File: src/rtl/display_scan_ctrl.sv
`default_nettype none
//------------------------------------------------------------------------------
// Module      : display_scan_ctrl
// Description : Four-digit multiplexed 7-segment scan controller. A prescaler
//               paces the digit slots, the first cycle of every slot is blanked
//               to avoid ghosting, and new values are double-buffered so they
//               only reach the display at a frame boundary.
// Options     : LEADING_ZERO_BLANK_EN - blank leading zero digits (digit 0
//               is always shown).
// Revision    : 1.0 - initial release
//------------------------------------------------------------------------------
module display_scan_ctrl #(
  parameter int PRESCALE = 1000
) (
  input  logic        clk,
  input  logic        rst,
  input  logic [15:0] data,
  input  logic        load,
  output logic        ready,
  output logic [3:0]  an,
  output logic [6:0]  seg,
  output logic        frame_start
);

  localparam logic [15:0] CNT_MAX = 16'(PRESCALE - 1);

  logic [15:0] cnt, cnt_nxt;
  logic [1:0]  idx, idx_nxt;
  logic [15:0] shown, shown_nxt;
  logic [15:0] pending, pending_nxt;
  logic        pend, pend_nxt;
  logic        ready_nxt;
  logic        tick, boundary, accept;
  logic [3:0]  an_nxt;
  logic [6:0]  seg_nxt;
  logic [3:0]  digit;
  logic        lead_zero;

  // Hex digit to segments a..g (seg[6] = a).
  function automatic logic [6:0] hex7(input logic [3:0] d);
    case (d)
      4'h0: hex7 = 7'b1111110;
      4'h1: hex7 = 7'b0110000;
      4'h2: hex7 = 7'b1101101;
      4'h3: hex7 = 7'b1111001;
      4'h4: hex7 = 7'b0110011;
      4'h5: hex7 = 7'b1011011;
      4'h6: hex7 = 7'b1011111;
      4'h7: hex7 = 7'b1110000;
      4'h8: hex7 = 7'b1111111;
      4'h9: hex7 = 7'b1111011;
      4'hA: hex7 = 7'b1110111;
      4'hB: hex7 = 7'b0011111;
      4'hC: hex7 = 7'b1001110;
      4'hD: hex7 = 7'b0111101;
      4'hE: hex7 = 7'b1001111;
      default: hex7 = 7'b1000111;
    endcase
  endfunction

  // Scan timing and the pending/shown double buffer.
  always_comb begin
    tick        = (cnt == CNT_MAX);
    boundary    = tick && (idx == 2'd3);
    accept      = load && ready;
    cnt_nxt     = tick ? 16'd0 : cnt + 16'd1;
    idx_nxt     = tick ? idx + 2'd1 : idx;
    shown_nxt   = shown;
    pending_nxt = pending;
    pend_nxt    = pend;
    ready_nxt   = ready;
    if (boundary) begin
      // ready=1 implies nothing is pending, so a load landing on the
      // boundary can bypass the pending register entirely.
      if (accept) begin
        shown_nxt = data;
      end else if (pend) begin
        shown_nxt = pending;
        pend_nxt  = 1'b0;
        ready_nxt = 1'b1;
      end
    end else if (accept) begin
      pending_nxt = data;
      pend_nxt    = 1'b1;
      ready_nxt   = 1'b0;
    end
  end

  // Next-cycle display outputs, derived from the post-edge state.
  always_comb begin
    an_nxt  = 4'b0000;
    seg_nxt = 7'b0000000;
    case (idx_nxt)
      2'd0:    digit = shown_nxt[3:0];
      2'd1:    digit = shown_nxt[7:4];
      2'd2:    digit = shown_nxt[11:8];
      default: digit = shown_nxt[15:12];
    endcase
`ifdef LEADING_ZERO_BLANK_EN
    case (idx_nxt)
      2'd0:    lead_zero = 1'b0;
      2'd1:    lead_zero = (shown_nxt[15:4] == 12'd0);
      2'd2:    lead_zero = (shown_nxt[15:8] == 8'd0);
      default: lead_zero = (shown_nxt[15:12] == 4'd0);
    endcase
`else
    lead_zero = 1'b0;
`endif
    // The first cycle of each slot stays dark so the previous digit's
    // segments never bleed into the next anode.
    if (cnt_nxt != 16'd0) begin
      an_nxt = 4'b0001 << idx_nxt;
      if (!lead_zero) begin
        seg_nxt = hex7(digit);
      end
    end
  end

  // State and registered outputs.
  always_ff @(posedge clk or posedge rst) begin
    if (rst) begin
      cnt         <= 16'd0;
      idx         <= 2'd0;
      shown       <= 16'd0;
      pending     <= 16'd0;
      pend        <= 1'b0;
      ready       <= 1'b1;
      an          <= 4'b0000;
      seg         <= 7'b0000000;
      frame_start <= 1'b0;
    end else begin
      cnt         <= cnt_nxt;
      idx         <= idx_nxt;
      shown       <= shown_nxt;
      pending     <= pending_nxt;
      pend        <= pend_nxt;
      ready       <= ready_nxt;
      an          <= an_nxt;
      seg         <= seg_nxt;
      frame_start <= boundary;
    end
  end

endmodule
`default_nettype wire

File: config.mk
export PLATFORM = sky130hd
export DESIGN_NAME = display_scan_ctrl
export DESIGN_NICKNAME = d
export VERILOG_FILES = /design/src/rtl/display_scan_ctrl.sv
export SDC_FILE = /design/constraint.sdc
export NUM_CORES = 1
export LEC_CHECK = 0
export ABC_CLOCK_PERIOD_IN_PS = 4400
export CORE_MARGIN = 1.5
export CORE_UTILIZATION = 45
export CTS_CLUSTER_DIAMETER = 40
export DETAILED_ROUTE_END_ITERATION = 10
export PLACE_DENSITY = 0.65
export SLEW_MARGIN = 10
export SYNTH_ARGS = -nofsm -noshare
export SYNTH_HDL_FRONTEND = slang
export SYNTH_SLANG_ARGS = --single-unit
export TNS_END_PERCENT = 50
File: constraint.sdc
create_clock -name clk -period 4.4 [get_ports clk]
set_input_delay 0.88 -clock clk [delete_from_list [all_inputs] [get_ports clk]]
set_output_delay 0.88 -clock clk [all_outputs]
set_load 0.005 [all_outputs]
### After elaboration in Yosys (flattened, before gate mapping)

Memory sizes are Yosys's and may differ from the RTL's.
Index checks and enable logic that the tools add are counted.

* register bits after elaboration: 64
* memory bits (read-only): 112
* bits of input ports: 19
* output and inout bits: 13
* word-level logic and storage cells: 43
* memories kept: 1

* $add $sub $neg: 2
* equal/unequal tests: 5
* shift operators: 1
* muxes and demuxes: 15
* bitwise gates (word level): 1
* reduce and logical (&&, ||, !) cells: 9

Memories
* (name not given): words 16, width 7, rd ports 1, clocked after memory_dff 0, wr ports 0, line 41 `case (d)`

Operator list (number)
* 16-bit two-way mux: 4
* 16-bit by 1-bit adder with 16-bit output (second input constant): 1
* 16-bit by 10-bit == test with 1-bit output (second input constant): 1
* 16-bit nonzero test: 1
* 4-bit one-hot mux with 3 select lines: 1
* 1-bit two-way mux: 7
* 7-bit two-way mux: 1
* 2-bit == test (second input constant): 2
* 4-bit two-way mux: 1
* 2-bit AND reduction: 2
* 2-bit nonzero test: 2
* 1-bit by 2-bit << shifter with 4-bit output (first input constant): 1
* 3-bit AND reduction: 1
* 2-bit by 1-bit adder with 2-bit output (second input constant): 1
* 2-bit by 1-bit == test with 1-bit output (second input constant): 1
* 1-bit logical AND: 2
* 2-bit logical NOT: 1
* 2-bit two-way mux: 1
* 2-bit != test (second input constant): 1
* 1-bit inverter: 1

### Longest topological paths before layout

An unclocked memory read counts as a cell.

* depth after elaboration: 6
* mapped depth: 14
* mapped depth without buffers: 13

### Worst setup path before layout

OpenSTA, ideal clock, no wires.

* path kind: register to register
* start: register cnt[4]
* end: register seg[4]
* arrival: 3378 ps
* required time: 4249 ps
* path slack: 871 ps
* stages on the path, launching flop included: 11
* buffers on the path: 0
* period minus slack after synthesis: 3529 ps
* path through: dfrtp_1 -> or4_4 -> nor4_1 -> mux2i_1 -> inv_2 -> mux2_2 -> mux2i_4 -> inv_1 -> ha_1 -> nor3_1 -> a211oi_1

* word-level cells in the longest chain between the ends: 6

Ends and longest elaborated chain
* start, declared: line 27 `logic [15:0] cnt, cnt_nxt;`
* start signal, assigned: line 132 `cnt <= cnt_nxt;`
* 16-bit by 10-bit == test with 1-bit output *: line 63 `tick = (cnt == CNT_MAX);`
* 2-bit two-way mux *: line 67 `idx_nxt = tick ? idx + 2'd1 : idx;`
* named net idx_nxt[1]: line 28 `logic [1:0] idx, idx_nxt;`
* 2-bit == test (tied with other cells): line 93 `case (idx_nxt)`
* 4-bit one-hot mux with 3 select lines *: line 93
* memory 16 x 7 bit *
* 7-bit two-way mux *: line 111 `if (cnt_nxt != 16'd0) begin`
* named net seg_nxt[4]: line 35 `logic [6:0] seg_nxt;`
* end signal, assigned: line 139 `seg <= seg_nxt;`
* end, declared: line 21 `output logic [6:0] seg,`

Mark *: on every way through the listed nets, which the timed path passes. The rest lies on a longest branch.
A chain may end at the register's enable or synchronous reset.

### Worst setup path in the final report

* start: input port load
* end: register seg[3]

* word-level cells in the longest chain between the ends: 6

Ends and longest elaborated chain
* start, declared: line 18 `input logic load,`
* 1-bit logical AND: line 65 `accept = load && ready;`
* 16-bit two-way mux: line 75 `if (accept) begin`
* 16-bit two-way mux: line 72 `if (boundary) begin`
* named net shown_nxt[4]: line 29 `logic [15:0] shown, shown_nxt;`
* 4-bit one-hot mux with 3 select lines: line 93
* memory 16 x 7 bit
* 7-bit two-way mux: line 111
* named net seg_nxt[3]: line 35

The timed path passes the listed nets, and every way through them passes these cells.

==> summary.md <==
| Metric | Value |
|---|---|
| N_diodes | `0` |
| Worst path arrival time | `roughly 4000 ps` |
| Antenna violations before repair | `0` |
| Height of the chip | `88.7 µm` |
| Die Outline Area | `about 0.0079 mm²` |
| Critical path buffers and inverters | `3` |
| Most instantiated library cell after synthesis | `sky130_fd_sc_hd__dfrtp_1` |
| First-pass GRT wire length | `11300 µm` |
| Number of placed instances with taps included | `430` |
| Width of the chip | `roughly 90 µm` |
| Layout-stage area growth over the synthesis result | `19.5%` |
| Setup crit end kind | `flip-flop` |
| Average instance area after synthesis | `10.8 µm²` |
| Maximum level of the CTS H-tree | `3` |
| Global-route congestion overflow total | `0` |
| Number of cells in the finished layout apart from fillers | `446` |
| Net count of the finished layout | `371` |
| Post-Synthesis Cells | `307` |
| Capture endpoint of the worst hold path | `shown[15]$_DFF_PP0_` |
| Cell Rows | `31` |
| Area contributors post-synth | `sky130_fd_sc_hd__dfrtp_1 48%, sky130_fd_sc_hd__mux2_2 6.5%, sky130_fd_sc_hd__ha_1 3.8%` |
| Final wirelength | `6900 µm` |
| Total clock buffers created by CTS | `9` |
| Count of endpoints failing setup in the final report | `0` |
| Clk Tree Root Cell | `sky130_fd_sc_hd__clkbuf_8` |
| Synth warnings | `0` |
| Worst-skew pair later-pin latency | `340 ps` |
| First DRT Iteration DRCs | `99` |
| Kind of start point of the critical path | `primary input` |
| Number of enable flip-flop cells after synthesis | `0` |
| Master of the slowest instance on the critical path | `sky130_fd_sc_hd__clkdlybuf4s50_1` |
| Static leakage | `0.00170 µW` |
| Final cycle utilization of the critical path | `85.1%` |
| Maximum VDD drop | `around 0.18 mV` |
| Standard cell core area | `0.00718 mm²` |
| Share of Yosys cell area claimed by the top area cell type | `47.7%` |
| Clock Skew | `13.4 ps` |
| Path type of the worst min-delay path | `reg -> reg` |
| Post-CTS resize count | `0` |
| Commonest cells post-synth | `63 x sky130_fd_sc_hd__dfrtp_1, 23 x sky130_fd_sc_hd__nor2_1, 22 x sky130_fd_sc_hd__nand2_1, 19 x sky130_fd_sc_hd__mux2_2, 15 x sky130_fd_sc_hd__o21ai_0` |
| Setup CP Type | `in -> reg` |
| Via count of the first global-routing pass | `2332` |
| Max Root-Sink Buffers | `2` |
| Tot GR Track Use | `about 19%` |
| Unrepaired setup endpoints after global routing | `false` |
| Sink Count | `64` |
| Actual transition at the worst max-transition pin | `857 ps` |
| Vias/cell | `approximately 5.6` |
| Maximum fanout encountered on the critical timing path | `11` |
| Sequential-to-total area share from yosys stat | `48.5%` |
| Result of the run | `finished, final reports clean` |
| Pwr Total | `1190 µW` |
| Setup bufs post-CTS | `0` |
| Areal power density over the cells | `302 mW/mm²` |
| Start of the worst register-to-register path | `cnt[4]$_DFF_PP0_` |
| Total standard cell area after synthesis | `between 0.003 and 0.004 mm²` |
| Minimum clock period after layout | `3750 ps` |
| Final count of hold timing violations | `0` |
| Initial cell density of the core | `a little under half` |
| Total Neg Setup Slack | `0 ps` |
| Pin count of the biggest net entering global routing | `42` |
| Fill cell count | `650` |
| Cell chain of the critical path | `clkdlybuf4s50_1, nand2_1, inv_1, nor2_1, nor2_2, o22a_1, mux2_2, mux2i_4, inv_1, ha_1, a21oi_1, a21oi_1, o31ai_1` |
| Critical path's top delay family | `buffers and inverters` |
| CTS tree | `built` |
| DRC violation count after routing | `0` |
| WL/cell | `15.5 µm` |
| Post-synth ARST share | `100%` |
| Relative slew slack | `between 40 and 50%` |
| Number of distinct library cell variants in the gate-level netlist after synthesis | `55` |
| Stage delay of the slowest cell on the critical path | `between 400 and 500 ps` |
| Clock-pin slew of the registers on the worst-case setup and hold paths | `~70 ps` |
| Number of max-slew violations in the final report | `0` |
| Syn_nets | `336` |
| Hold bufs inserted after CTS | `0` |
| Maximum frequency from static timing analysis | `267 MHz` |
| Origin of the worst min-delay path | `shown[15]$_DFF_PP0_` |
| Number of stages on the worst hold path | `2` |
| Detailed-placement wirelength estimate | `about 5100 µm` |
| Port bufs | `31` |
| Setup slack of the most critical reg-to-reg path | `740 ps` |
| Max-cap violation count | `0` |
| Routed via count | `2483` |
| Share of layout cells above drive strength 1 | `between 15 and 20%` |
| Drt first pass iters | `4` |
| Top flip-flop cell by instance count after synthesis | `sky130_fd_sc_hd__dfrtp_1` |
| ANT nets after route | `0` |
| FF+latch count, synth | `64` |
| Number of cells on the worst reg-to-reg path | `12` |
| Number of I/O pins | `32` |
| Worst r2r dst | `seg[3]$_DFF_PP0_` |
| Worst path required time | `4640 ps` |
| Routability-driven placement congestion ratio | `0.843` |
| Yosys top cell by area | `sky130_fd_sc_hd__dfrtp_1` |
cell families after synthesis:
kind of cell	synth area share [%]
adders and majority gates	3.79
xor gates and xnor gates	2.92
and+or+nand+nor	15.0
buffers and inverters	3.63
AOI/OAI and AO/OA	15.7
muxes	10.5
DFF	48.5
flip-flops by register name, indices dropped and copies added, names as in the netlist:
signal,count
ready,1
cnt,16
seg,7
an,4
pend,1
shown,16
idx,2
pending,16
frame_start,1
per-layer routing:
metal,part of all wire (%),track usage [%]
met2,47,29.6
met5,0,0
met1,48,26.2
met4,1.2,6.96
met3,3.9,5.22
how the worst max path moves through the flow:
| stage | from | end | slack (ps) | depth (start not counted) |
|---|---|---|---|---|
| 3_3_place_gp | load | seg[4]$_DFF_PP0_ | 470 | 12 |
| 3_5_place_dp | load | seg[3]$_DFF_PP0_ | 310 | 13 |
| 4_1_cts | load | seg[3]$_DFF_PP0_ | 660 | 13 |
| 2_1_floorplan | cnt[4]$_DFF_PP0_ | seg[4]$_DFF_PP0_ | 870 | 10 |
| 5_1_grt | load | seg[1]$_DFF_PP0_ | 330 | 12 |
| 6_report | load | seg[3]$_DFF_PP0_ | 650 | 13 |
placed cells by master (no fill, tap or decap), drive strengths merged, types with 6 or more instances in the layout:
cell	count
nand2	22
dfrtp	63
nor2	24
clkbuf	9
nor4	8
mux2i	12
buf	7
o22a	9
clkdlybuf4s50	31
nor3	6
inv	15
nand3	10
ha	10
xnor2	7
o21ai	19
mux2	19
a21oi	7
final cells by class:
type	count	area (µm²)	share of cell area [%]
inverter	13	48.8	1.24
tap	99	124	3.14
clock inverter	7	104	2.63
clock buffer	9	124	3.14
timing repair buffer	38	363	9.19
sequential	64	1600	40.6
multi-input combinational	216	1580	40.1
metrics by stage:
| step | instance area [µm²] | util [%] | setup WS [ps] | hold slack, ps |
|---|---|---|---|---|
| final | 3950 | 55.0 | 653 | 480 |
| after global routing | 3950 | 55.0 | 333 | 513 |
| after CTS | 3950 | 55.0 | 665 | 489 |
| after detailed placement | 3720 | 51.8 | 306 | 473 |
| after global placement | 3720 | 51.8 | 467 | 458 |
| after floorplan | 3300 | - | 871 | 447 |
worst reg2reg max path: cells and delay by family (launching register included):
kind,cells,cell delay [ps]
AND/OR/NAND/NOR,3,1460
buffers and inverters,2,360
adder cells (fa/ha/maj),1,240
flip-flops,1,450
AO/OA/AOI/OAI,6,1020
power breakdown:
group          leakage, µW  total [µW]  switching (µW)  internal (µW)
sequential        0.000840         588               0            588
clock             0.000114         574             248            326
combinational     0.000750        31.4            15.9           15.5
total              0.00170        1190             264            929
Note: power is estimated with default switching activity, not from simulation.
